==> config.mk <==
export PLATFORM = sky130hd
export DESIGN_NAME = inst_sram_responder
export DESIGN_NICKNAME = d
export VERILOG_FILES = /design/src/rtl/inst_sram_responder_pkg.sv /design/src/rtl/inst_sram_responder_addr_queue.sv /design/src/rtl/inst_sram_responder.sv
export SDC_FILE = /design/constraint.sdc
export NUM_CORES = 1
export LEC_CHECK = 0
export CAP_MARGIN = 20
export CORE_MARGIN = 2
export CORE_UTILIZATION = 46
export DETAILED_ROUTE_END_ITERATION = 16
export GPL_TIMING_DRIVEN = 0
export PLACE_DENSITY_LB_ADDON = 0.1
export REMOVE_ABC_BUFFERS = 1
export SETUP_SLACK_MARGIN = 0.02
export SYNTH_ARGS = -nofsm -noshare
export SYNTH_HDL_FRONTEND = slang
export SYNTH_SLANG_ARGS = --single-unit
==> constraint.sdc <==
create_clock -name clk -period 2.6 [get_ports clk]
set_clock_uncertainty 0.1 [all_clocks]
set_input_delay 0.78 -clock clk [delete_from_list [all_inputs] [get_ports clk]]
set_output_delay 0.78 -clock clk [all_outputs]
set_load 0.02 [all_outputs]
==> src/rtl/inst_sram_responder_pkg.sv <==
// -----------------------------------------------------------------------------
// inst_sram_responder_pkg
// Shared defaults for the instruction-bus responder slice.
//   RAM_AW_DEF : RAM word-address width (RAM holds 2^RAM_AW_DEF 32-bit words)
//   DEPTH_DEF  : maximum outstanding accepted-but-unanswered fetches
//   DLY_W_DEF  : width of the per-request extra-delay input
// No ports; imported by the responder top and its address queue.
// -----------------------------------------------------------------------------
package inst_sram_responder_pkg;

    localparam int RAM_AW_DEF = 14;
    localparam int DEPTH_DEF  = 4;
    localparam int DLY_W_DEF  = 4;

endpackage : inst_sram_responder_pkg

==> src/rtl/inst_sram_responder_addr_queue.sv <==
// -----------------------------------------------------------------------------
// inst_sram_responder_addr_queue
// Synchronous FIFO that holds the RAM word addresses of accepted fetches
// until the responder issues them to the RAM.
// Ports:
//   clk, resetn        clock and asynchronous active-low reset
//   push_i, data_i     enqueue one word address (ignored when full)
//   pop_i              dequeue the head entry (ignored when empty)
//   head_o             current head entry
//   count_o            number of stored entries (0..DEPTH)
//   full_o, empty_o    count_o == DEPTH / count_o == 0
// -----------------------------------------------------------------------------
module inst_sram_responder_addr_queue
    import inst_sram_responder_pkg::*;
#(
    parameter int WIDTH = RAM_AW_DEF,
    parameter int DEPTH = DEPTH_DEF
) (
    input  logic                       clk,
    input  logic                       resetn,
    input  logic                       push_i,
    input  logic [WIDTH-1:0]           data_i,
    input  logic                       pop_i,
    output logic [WIDTH-1:0]           head_o,
    output logic [$clog2(DEPTH):0]     count_o,
    output logic                       full_o,
    output logic                       empty_o
);

    localparam int PTR_W = $clog2(DEPTH);
    localparam int CNT_W = PTR_W + 1;
    localparam logic [CNT_W-1:0] DEPTH_C = CNT_W'(DEPTH);

    logic [WIDTH-1:0] mem_q [DEPTH];
    logic [WIDTH-1:0] mem_d [DEPTH];
    logic [PTR_W-1:0] wr_ptr_q, wr_ptr_d;
    logic [PTR_W-1:0] rd_ptr_q, rd_ptr_d;
    logic [CNT_W-1:0] count_q, count_d;
    logic             do_push;
    logic             do_pop;

    assign full_o  = (count_q == DEPTH_C);
    assign empty_o = (count_q == '0);
    assign count_o = count_q;
    assign head_o  = mem_q[rd_ptr_q];

    assign do_push = push_i && !full_o;
    assign do_pop  = pop_i && !empty_o;

    // Pointers are exactly PTR_W bits wide, so DEPTH being a power of two
    // makes them wrap on their own.  A simultaneous push and pop leaves the
    // count untouched.
    always_comb begin
        mem_d    = mem_q;
        wr_ptr_d = wr_ptr_q;
        rd_ptr_d = rd_ptr_q;
        count_d  = count_q;
        if (do_push) begin
            mem_d[wr_ptr_q] = data_i;
            wr_ptr_d        = wr_ptr_q + PTR_W'(1);
        end
        if (do_pop) begin
            rd_ptr_d = rd_ptr_q + PTR_W'(1);
        end
        case ({do_push, do_pop})
            2'b10:   count_d = count_q + CNT_W'(1);
            2'b01:   count_d = count_q - CNT_W'(1);
            default: count_d = count_q;
        endcase
    end

    always_ff @(posedge clk or negedge resetn) begin
        if (!resetn) begin
            mem_q    <= '{default: '0};
            wr_ptr_q <= '0;
            rd_ptr_q <= '0;
            count_q  <= '0;
        end else begin
            mem_q    <= mem_d;
            wr_ptr_q <= wr_ptr_d;
            rd_ptr_q <= rd_ptr_d;
            count_q  <= count_d;
        end
    end

endmodule : inst_sram_responder_addr_queue

==> src/rtl/inst_sram_responder.sv <==
// -----------------------------------------------------------------------------
// inst_sram_responder
// Responder end of the SRAM-like instruction bus.  Accepts fetch requests,
// queues up to DEPTH outstanding word addresses, reads a 1-cycle-latency
// synchronous RAM and returns data strictly in request order.  Each request
// may be held back by delay_i extra cycles, sampled when it reaches the
// issue point.
// Ports:
//   clk, resetn                   clock, asynchronous active-low reset
//   inst_req, inst_addr           fetch request and byte address
//   inst_addr_ok                  request accepted this cycle
//   inst_data_ok, inst_rdata      response strobe and data
//   delay_i                       extra wait cycles for the queue head
//   ram_en, ram_addr, ram_rdata   synchronous RAM read port
//   busy                          work queued or a response pending
// -----------------------------------------------------------------------------
module inst_sram_responder
    import inst_sram_responder_pkg::*;
#(
    parameter int RAM_AW = RAM_AW_DEF,
    parameter int DEPTH  = DEPTH_DEF,
    parameter int DLY_W  = DLY_W_DEF
) (
    input  logic              clk,
    input  logic              resetn,
    input  logic              inst_req,
    input  logic [31:0]       inst_addr,
    output logic              inst_addr_ok,
    output logic              inst_data_ok,
    output logic [31:0]       inst_rdata,
    input  logic [DLY_W-1:0]  delay_i,
    output logic              ram_en,
    output logic [RAM_AW-1:0] ram_addr,
    input  logic [31:0]       ram_rdata,
    output logic              busy
);

    typedef enum logic [1:0] {
        ST_IDLE = 2'd0,
        ST_WAIT = 2'd1,
        ST_RESP = 2'd2
    } state_e;

    state_e            state_q, state_d;
    logic [DLY_W-1:0]  dly_cnt_q, dly_cnt_d;
    logic              issue;
    logic              q_full;
    logic              q_empty;
    logic              push;
    logic [RAM_AW-1:0] q_head;
    logic [$clog2(DEPTH):0] q_count;
    logic              unused_bits;

    // Only the word-address bits reach the RAM; the rest alias.
    assign unused_bits = ^{inst_addr[31:RAM_AW+2], inst_addr[1:0], q_count};

    // Acceptance depends only on the request and the registered fill level,
    // so a pop in the same cycle cannot re-open a full queue.
    assign inst_addr_ok = inst_req && resetn && !q_full;
    assign push         = inst_req && inst_addr_ok;

    inst_sram_responder_addr_queue #(
        .WIDTH (RAM_AW),
        .DEPTH (DEPTH)
    ) u_queue (
        .clk     (clk),
        .resetn  (resetn),
        .push_i  (push),
        .data_i  (inst_addr[RAM_AW+1:2]),
        .pop_i   (ram_en),
        .head_o  (q_head),
        .count_o (q_count),
        .full_o  (q_full),
        .empty_o (q_empty)
    );

    assign ram_addr   = q_head;
    assign inst_rdata = ram_rdata;
    assign busy       = !q_empty || (state_q != ST_IDLE);

    // RESP doubles as an issue slot so back-to-back zero-delay requests
    // stream at one response per cycle.  q_empty is registered, so an entry
    // pushed this cycle is never issued in its push cycle.
    always_comb begin
        state_d      = state_q;
        dly_cnt_d    = dly_cnt_q;
        ram_en       = 1'b0;
        inst_data_ok = 1'b0;
        issue        = 1'b0;
        case (state_q)
            ST_IDLE: begin
                issue = !q_empty;
            end
            ST_WAIT: begin
                dly_cnt_d = dly_cnt_q - DLY_W'(1);
                if (dly_cnt_q == DLY_W'(1)) begin
                    ram_en  = 1'b1;
                    state_d = ST_RESP;
                end
            end
            ST_RESP: begin
                inst_data_ok = 1'b1;
                if (q_empty) begin
                    state_d = ST_IDLE;
                end else begin
                    issue = 1'b1;
                end
            end
            default: begin
                state_d = ST_IDLE;
            end
        endcase
        if (issue) begin
            if (delay_i == '0) begin
                ram_en  = 1'b1;
                state_d = ST_RESP;
            end else begin
                dly_cnt_d = delay_i;
                state_d   = ST_WAIT;
            end
        end
    end

    always_ff @(posedge clk or negedge resetn) begin
        if (!resetn) begin
            state_q   <= ST_IDLE;
            dly_cnt_q <= '0;
        end else begin
            state_q   <= state_d;
            dly_cnt_q <= dly_cnt_d;
        end
    end

endmodule : inst_sram_responder

==> flow_summary.toml <==
[finish]
final_nets = 343
multiInputGateArea_um2 = 1590
fillers = 644
area_delta_synth_final_pct = 10.1
antenna_cells = 0
seqCellArea_um2 = 1730
layout-drive-gt1-share_pct = 50.9

[min_path]
hold_path.class = "in -> async"

[setup_path]
cpMaxStageDelayCell = "sky130_fd_sc_hd__or4_4"
register_to_register_setup_slack_ns = 0.25
critical_path.max_stage_delay_ns = 0.57
crit_path_cell_trace = "buf_6, or4_4, o31ai_1, buf_2"
regToRegStartpoint = "dly_cnt_q[0]"
timing.setup.critical_path_class = "in -> out"
worstReg2RegEnd = "u_queue.count_o[2]"
timing.critical_path.buf_inv = 2
cp_data_required_time_ns = 1.72
launching_element_type_of_the_critical_path = "input pin"
critPathCaptureType = "output pin"
worst_ep_arrival_time_ns = 1.83
worstRegToRegCells = 10
critPathTopFamily = "simple AND/OR/NAND/NOR gates"
crit_fanout = 4

[synthesis]
ys_warn_count = 0
count_of_distinct_cell_types_in_the_synthesized_netlist = 36
count_of_flip_flops_with_a_built_in_enable_after_synthesis = 0
synth.cell_area_um2 = 3680
ys_dominant_reg_cell = "sky130_fd_sc_hd__dfrtp_1"
synth_top_area_share_pct = 46.9
asyncSetResetFlopFracSynth_pct = 100
synth.top_cells.by_area = "sky130_fd_sc_hd__dfrtp_1, sky130_fd_sc_hd__mux2_4, sky130_fd_sc_hd__mux4_2"
ys_seq_area_share_pct = 46.9
cell_type_contributing_the_most_total_cell_area_after_synthesis = "sky130_fd_sc_hd__dfrtp_1"
synthesis.instances = 249
syn_area_cell_um2 = 14.8
synth-seq-cells = 69

[die]
effective_utilization_at_floorplan_pct = 47.6
die_outline_area_um2 = 8730
die_h_um = 93.5
width_of_the_die_um = 93.5
standard_cell_row_count = 32
ios = 121
core_area_um2 = 7730

[clock_tree]
cts_tree = "built"
max-clock-path-buffers = 2
clk_pin_slew_ns = 0.08
ctsRootBufferMaster = "sky130_fd_sc_hd__clkbuf_8"
htreeDepth = 3
insertion_delay_ns = 0.33
total_number_of_clock_tree_sinks = 69
cts_buffers = 9

[status]
run_status = "finished with violations"
violations = "setup timing"

[global_route]
grt_remaining_overflow = 0
vias_in_the_first_global_route = 2119
gr-usage-all-layers_pct = 18.9
grt_start_max_net_pins = 37
grt_antenna_before_repair = 0
first_pass_grt_wire_length_um = 12300

[power]
power-per-cell-area_nw_per_um2 = 1280
power_leakage_nw = 1.77
fin_total_pwr_mw = 5.17
vdd.ir_drop.worst_uv = 494

[timing]
setup_repair_after_global_routing_missed_its_margin = "true"
post-route-min-period_ns = 2.71
timing.fmax_mhz = 368
setup_slack_ns = -0.114
fin_setup_tns_ns = -0.114
hold_viol = 0
post-route-period-util_pct = 104
final-max-slew-violation-count = 0
worst_pin_slew_ns = 0.544
timing.max_slew.rel_slack_pct = 63.7
setup_viol_count_final = 1
fin_worst_hold_slack_ns = 0.220

[routing]
antenna_violating_nets_post_route = 0
detailedRoute.firstIterationViolations = 58
drt_drc_violations_left = 0
detail_route.vias_per_cell = 5.25
detail_route.first_pass.iterations = 6
drt-wirelength-per-cell_um = 20.3
dr_total_vias = 1946
detail_route.wirelength_um = 7520

[run]
timing.max_cap.violations = 0

[place]
portBuffers = 38
dp_worst_setup_slack_ns = -0.943
place_hpwl_um = 4750
gp_congestion = 0.676
## registers in the layout (all words and copies together), names as in the netlist
| register | cells |
|---|---|
| u_queue.count_o | 3 |
| u_queue.rd_ptr_q | 2 |
| dly_cnt_q | 4 |
| state_q | 2 |
| u_queue.wr_ptr_q | 2 |
| u_queue.mem_q | 56 |
## what timing repair did
action / in CTS / in global routing
hold buffers: 0 / 0
cloned: 0 / 0
pin swaps: 2 / 7
resized for setup: 96 / 13
buffers inserted: 7 / 2
endpoints found under the setup margin: 75 / 5
## per-layer routing
layer | GRT usage [%] | up-vias | routed length [um]
met4 | 4.66 | 0 | 42
met2 | 24.1 | 82 | 3160
met5 | 5.13 | - | 0
met1 | 27.0 | 996 | 3520
met3 | 10.6 | 6 | 787
li1 | - | 862 | -
## worst register-to-register path, stage by stage, from the launching register on
cell	delay (ns)
sky130_fd_sc_hd__dfrtp_1	0.44
sky130_fd_sc_hd__ha_1	0.17
sky130_fd_sc_hd__nor3b_2	0.31
sky130_fd_sc_hd__o2bb2ai_4	0.15
sky130_fd_sc_hd__and2_4	0.18
sky130_fd_sc_hd__ha_4	0.14
sky130_fd_sc_hd__inv_2	0.04
sky130_fd_sc_hd__fa_2	0.33
sky130_fd_sc_hd__xor2_1	0.15
sky130_fd_sc_hd__nor2_1	0.13
sky130_fd_sc_hd__xor2_1	0.15
## cells in the mapped netlist (all sizes together) (2+ instances only)
cell type and count:
a21oi 2, xnor2 4, inv 8, or3 2
nor2b 2, mux2 56, nand2 9, buf 42
dfrtp 69, o31ai 2, o21ai 5, nor2 4
clkbuf 2, mux4 14, xor2 5, and2 5
ha 7
## logic make-up (layout without fill, tap and decap cells)
group,count (synthesis),after routing,synth area share [%]
AO/OA/AOI/OAI,13,13,2.75
XOR/XNOR,9,9,2.35
adder cells (fa/ha/maj),8,8,2.92
buffers and inverters,52,72,11.2
flip-flops,69,69,46.9
multiplexers,70,70,29.8
AND/OR/NAND/NOR,28,28,4.08
## cells in the final DEF (no fill, tap or decap), types with 2 or more instances in the layout
cell,count
sky130_fd_sc_hd__dfrtp_1,65
sky130_fd_sc_hd__mux2_4,40
sky130_fd_sc_hd__buf_2,18
sky130_fd_sc_hd__mux2_2,16
sky130_fd_sc_hd__clkdlybuf4s50_1,15
sky130_fd_sc_hd__mux4_2,14
sky130_fd_sc_hd__clkbuf_8,9
sky130_fd_sc_hd__nand2_1,8
sky130_fd_sc_hd__buf_4,7
sky130_fd_sc_hd__inv_1,6
sky130_fd_sc_hd__ha_1,6
sky130_fd_sc_hd__o21ai_0,5
sky130_fd_sc_hd__buf_6,5
sky130_fd_sc_hd__nor2_1,4
sky130_fd_sc_hd__xor2_1,4
sky130_fd_sc_hd__xnor2_1,4
sky130_fd_sc_hd__and2_2,4
sky130_fd_sc_hd__clkinvlp_4,3
sky130_fd_sc_hd__dfrtp_2,3
sky130_fd_sc_hd__inv_2,2
sky130_fd_sc_hd__nor2b_1,2
sky130_fd_sc_hd__a21oi_1,2
sky130_fd_sc_hd__o31ai_1,2
sky130_fd_sc_hd__clkinv_4,2
sky130_fd_sc_hd__buf_12,2
## worst max path at each step
stage               start            endpoint  slack, ns  cells after the start
2_1_floorplan  delay_i[0]  u_queue.count_o[2]      -0.19                      9
3_3_place_gp       resetn        inst_addr_ok      -3.40                      4
3_5_place_dp   delay_i[0]              ram_en      -0.94                      4
4_1_cts        delay_i[2]              ram_en      -0.15                      4
5_1_grt        delay_i[0]              ram_en      -0.14                      4
6_report       delay_i[0]              ram_en      -0.11                      4
## power breakdown
part	total, mW	internal [mW]	switching [mW]
clock network	0.774	0.353	0.421
logic	2.40	1.39	1.01
registers	2.00	1.62	0.377
## per-stage QoR
step                area (um^2)  utilization, %  std cells
floorplan                  3300               -        205
global placement           3810            49.3        345
detailed placement         3820            49.5        346
CTS                        4020            52.0        369
global route               4050            52.4        371
finish                     4050            52.4        371
## cell type report
type | count | area share, %
Multi-Input combinational cell | 128 | 39.1
Inverter | 8 | 0.741
Clock inverter | 6 | 1.20
Clock buffer | 10 | 3.15
Tap cell | 102 | 3.15
Timing Repair Buffer | 48 | 9.82
Sequential cell | 69 | 42.8
Note: power is estimated with default switching activity, not from simulation.
